## src/rtl/button_scan_ctrl.sv

```systemverilog
// button_scan_ctrl: time-shared round-robin debounce for NUM_BTN buttons with a valid/ready event port
//   clk        system clock, rising edge
//   rst_n      asynchronous active-low reset
//   btn        raw button levels (async), 1 = pressed
//   stable     debounced level per button
//   evt_valid  event pending
//   evt_ready  consumer accepts event when evt_valid && evt_ready
//   evt_idx    index of button that changed
//   evt_level  new level, 1 = press, 0 = release
//   scan_idx   button currently being scanned
module button_scan_ctrl #(
   parameter int NUM_BTN       = 4,
   parameter int IDX_W         = 2,
   parameter int GAP_CYCLES    = 10,
   parameter int SETTLE_CYCLES = 1000000,
   parameter int CNT_W         = 20
) (
   input  logic               clk,
   input  logic               rst_n,
   input  logic [NUM_BTN-1:0] btn,
   output logic [NUM_BTN-1:0] stable,
   output logic               evt_valid,
   input  logic               evt_ready,
   output logic [IDX_W-1:0]   evt_idx,
   output logic               evt_level,
   output logic [IDX_W-1:0]   scan_idx
);
   typedef enum logic [1:0] {GAP, SETTLE, CMP, EMIT} state_t;
   state_t             state;
   logic [CNT_W-1:0]   cnt;
   logic [NUM_BTN-1:0] sync1, btn_sync;
   logic               s1, s2;
   logic [IDX_W-1:0]   next_idx;
   always_comb next_idx = (scan_idx == IDX_W'(NUM_BTN-1)) ? '0 : scan_idx + 1'b1;
   always_ff @(posedge clk or negedge rst_n) begin
      if (!rst_n) begin
         sync1    <= '0;
         btn_sync <= '0;
      end else begin
         sync1    <= btn;
         btn_sync <= sync1;
      end
   end
   // cnt is only nonzero inside GAP/SETTLE; it is cleared on every exit so both start at 0
   always_ff @(posedge clk or negedge rst_n) begin
      if (!rst_n) begin
         state     <= GAP;
         cnt       <= '0;
         s1        <= 1'b0;
         s2        <= 1'b0;
         stable    <= '0;
         evt_valid <= 1'b0;
         evt_idx   <= '0;
         evt_level <= 1'b0;
         scan_idx  <= '0;
      end else begin
         case (state)
            GAP:
               if (cnt == CNT_W'(GAP_CYCLES-1)) begin
                  s1    <= btn_sync[scan_idx];
                  cnt   <= '0;
                  state <= SETTLE;
               end else cnt <= cnt + 1'b1;
            SETTLE:
               if (cnt == CNT_W'(SETTLE_CYCLES-1)) begin
                  s2    <= btn_sync[scan_idx];
                  cnt   <= '0;
                  state <= CMP;
               end else cnt <= cnt + 1'b1;
            CMP:
               // both samples must agree and differ from the debounced level to count as a change
               if (s1 == s2 && s1 != stable[scan_idx]) begin
                  stable[scan_idx] <= s1;
                  evt_idx          <= scan_idx;
                  evt_level        <= s1;
                  evt_valid        <= 1'b1;
                  state            <= EMIT;
               end else begin
                  scan_idx <= next_idx;
                  state    <= GAP;
               end
            EMIT:
               if (evt_ready) begin
                  evt_valid <= 1'b0;
                  scan_idx  <= next_idx;
                  state     <= GAP;
               end
            default: state <= GAP;
         endcase
      end
   end
endmodule

```

## config.mk

```make
export PLATFORM = sky130hd
export DESIGN_NAME = button_scan_ctrl
export DESIGN_NICKNAME = d
export VERILOG_FILES = /design/src/rtl/button_scan_ctrl.sv
export SDC_FILE = /design/constraint.sdc
export NUM_CORES = 1
export LEC_CHECK = 0
export BUFFER_PORTS_ARGS = -buffer_cell sky130_fd_sc_hd__buf_4
export CAP_MARGIN = 20
export CORE_ASPECT_RATIO = 0.9
export CORE_MARGIN = 1
export CORE_UTILIZATION = 30
export DETAILED_ROUTE_END_ITERATION = 10
export GPL_TIMING_DRIVEN = 0
export PLACE_DENSITY_LB_ADDON = 0.05
export SETUP_SLACK_MARGIN = 0.4
export SKIP_CTS_REPAIR_TIMING = 1
export SKIP_LAST_GASP = 1
export SLEW_MARGIN = 20
export SYNTH_ARGS = -nofsm -noshare
export SYNTH_HDL_FRONTEND = slang
export SYNTH_SLANG_ARGS = --single-unit
```

## constraint.sdc

```tcl
create_clock -name clk -period 2.7 [get_ports clk]
set_input_delay 0.27 -clock clk [delete_from_list [all_inputs] [get_ports clk]]
set_output_delay 0.27 -clock clk [all_outputs]
set_load 0.02 [all_outputs]
```

==> results.md <==
- Status: complete, no violations
- Via count: 1348
- First-pass GRT wire length: 6380 um
- Crit path DAT: 2.35 ns
- Final period util: 0.800
- Data required time of the worst path: 2.89 ns
- Fin. Hold Viols: 0
- RSZ-0062 raised after global routing: false
- Slew @ Worst Pin: 0.589 ns
- Synthesized area: 0.00196 mm2
- Antenna violations before repair: 0
- H-tree Lvls: 2
- Final Net Count: 211
- Final Power: 0.00154 W
- Critical Path Start: cnt[10]
- Post-synthesis net count: 187
- Sequential area share after synthesis: 0.537
- Die Ht: 78.6 um
- Max-cap viol count: 0
- DRC violations left: 0
- P_int: 0.00103 W
- Largest net degree at the start of global routing: 43
- Dpl cells: 277
- Crit. End Element: register
- Startpoint Class: register
- RePlAce Congestion: 0.719
- Distinct cells, synth: 36
- Comb power frac: 0.196
- Core area: 0.00622 mm2
- CTS clock-pin slew for the worst setup and hold paths: 0.09 ns
- Worst Skew: 0.00328 ns
- Start point of the worst hold path: btn[1]
- Clk sink count: 42
- Relative slew slack: 0.604
- Row count: 27
- DRT iter0 DRCs: 44
- Die Wd: 87.1 um
- Post-Synthesis Cells: 174
- ANT cells: 0
- Antenna-violating nets left: 0
- Vias/cell: 4.71
- #FFs+latches synth: 42
- Avg Inst Size Synth: 11.2 um2
- Post-DP HPWL: 2660 um
- # setup viols final: 0
- Area of the die: 0.00685 mm2
- Area grow syn2layout: 17.5%
- Clock Tree Root: clkbuf_8
- Tot GR Track Use: 0.123
- PD cells: 670 mW/mm2
- Clock network fraction of design power: 0.279
- Clock tree from TritonCTS: built
- Yosys warnings: 0
- Layout cells sized above 1: 0.211
- WL per Instance: 13.2 um
- Most common cell after layout, fill and taps aside: dfrtp_1
- Cell Count, Final, Fillers Out: 286
- Skew-Pair Late Insertion Delay: 0.30 ns
- Final wirelength: 3780 um
- Switching pwr: 0.000507 W
- Critical path peak fanout: 6
- Reg2reg start: cnt[10]
- TNS Setup: 0 ns
- Num CTS Buffers: 5
- Number of detailed-route iterations in the first pass: 4
- Starting density of the core: 0.315
- P_leak: 1.06 nW
- Sw frac: 0.329
- Fin. max-slew vios: 0
- Fmax: 0.463 GHz
- Tmin final: 2.16 ns
- Hold Crit Depth: 1
- I/O pin total: 17
- I/O Buffers: 16
- Maximum VDD drop: 228 uV
- Class of the worst hold path: primary input to register
- Worst R2R Path Depth: 6
- Setup Crit Path Kind: register to register
- GRT overflow: 0
- Number of global-route vias before repair: 1303
- Max clock buf depth: 2
- Commonest cells after routing, fill and taps aside: dfrtp_1 (41), nor2_1 (18), nand2_1 (16), buf_4 (16), xor2_1 (10)
- Seq pwr share: 0.525
sequential cells by signal (all words and copies together) (netlist names):
| signal | flops |
|---|---|
| state | 2 |
| evt_idx | 2 |
| s2 | 1 |
| s1 | 1 |
| sync1 | 4 |
| cnt | 20 |
| scan_idx | 2 |
| evt_level | 1 |
| evt_valid | 1 |
| btn_sync | 4 |
| stable | 4 |
final cells by class:
type / instances / area [um2]
clock inverter: 3 / 25.0
buffer: 4 / 23.8
inverter: 6 / 22.5
clock buffer: 5 / 68.8
tap: 87 / 109
timing repair buffer: 17 / 130
fill: 657 / 3920
sequential: 42 / 1050
multi-input combinational: 122 / 867
synthesized netlist by cell type:
cell type | number | area (um2)
a21oi_1 | 3 | 15.0
nor4_1 | 6 | 37.5
o21ai_0 | 2 | 10.0
o22ai_1 | 1 | 6.26
buf_6 | 1 | 11.3
a31o_2 | 1 | 8.76
a31oi_1 | 2 | 12.5
xor2_1 | 10 | 87.6
mux2_1 | 2 | 22.5
mux4_2 | 1 | 22.5
mux2i_1 | 1 | 10.0
nor2b_1 | 1 | 6.26
nand3_1 | 7 | 35.0
nand4_1 | 6 | 37.5
and3b_1 | 1 | 8.76
and2_1 | 2 | 12.5
and4_1 | 3 | 26.3
nand3b_1 | 2 | 15.0
buf_2 | 1 | 5.00
nor4bb_1 | 1 | 10.0
or2_2 | 4 | 25.0
xnor2_1 | 7 | 61.3
nand2_1 | 16 | 60.1
and3_1 | 3 | 18.8
a21oi_2 | 1 | 8.76
o31ai_1 | 1 | 7.51
nor2_1 | 18 | 67.6
mux4_1 | 1 | 26.3
mux2_2 | 8 | 90.1
clkbuf_1 | 2 | 7.51
a21boi_0 | 1 | 7.51
nand4b_1 | 2 | 17.5
nor3_1 | 2 | 10.0
inv_1 | 6 | 22.5
dfrtp_1 | 42 | 1050
ha_1 | 6 | 75.1
cell families after synthesis:
family	share of synthesized area
flip-flops	0.537
AND/OR/NAND/NOR	0.198
XOR/XNOR	0.0761
buffers and inverters	0.0237
AO/OA/AOI/OAI	0.0390
multiplexers	0.0876
adder cells (fa/ha/maj)	0.0384
metal layers:
metal	vias to the layer above	track usage	part of all wire
li1	659	-	-
met2	14	0.179	0.43
met4	0	0.0393	0.0095
met5	-	0	0
met1	671	0.180	0.53
met3	4	0.0284	0.025
power by group through the flow:
stage,combinational (W),clock (W),sequential [W]
6_report,0.000302,0.000429,0.000809
5_1_grt,0.000339,0.000471,0.000821
4_1_cts,0.000303,0.000447,0.000806
3_5_place_dp,0.000299,0,0.000819
3_3_place_gp,0.000298,0,0.000815
2_1_floorplan,0.000219,0,0.000793
path summary, 6_finish.rpt:
check	endpoint	slack [ns]
max	s2	0.54
min	sync1[1]	0.07
max reg2reg	s2	0.54
min reg2reg	btn_sync[3]	0.35
max in group asynchronous	scan_idx[0]	1.79
min in group asynchronous	evt_level	0.51
critical path: stages, from the launching register on:
cell	delay, ns
dfrtp_1	0.44
nor4_1	0.51
nand4_1	0.15
or2_2	0.29
clkbuf_1	0.18
nor2_1	0.14
mux2_2	0.34
metrics by stage:
stage	setup WS, ns	utilization	hold WS, ns	area (um2)
after detailed placement	0.471	0.352	0.302	2190
after global routing	0.411	0.370	0.0572	2300
after CTS	0.450	0.367	-0.0269	2280
final	0.541	0.370	0.0735	2300
after global placement	0.491	0.352	0.290	2190
after floorplan	0.661	-	-0.0256	1960
Note: power is estimated with default switching activity, not from simulation.
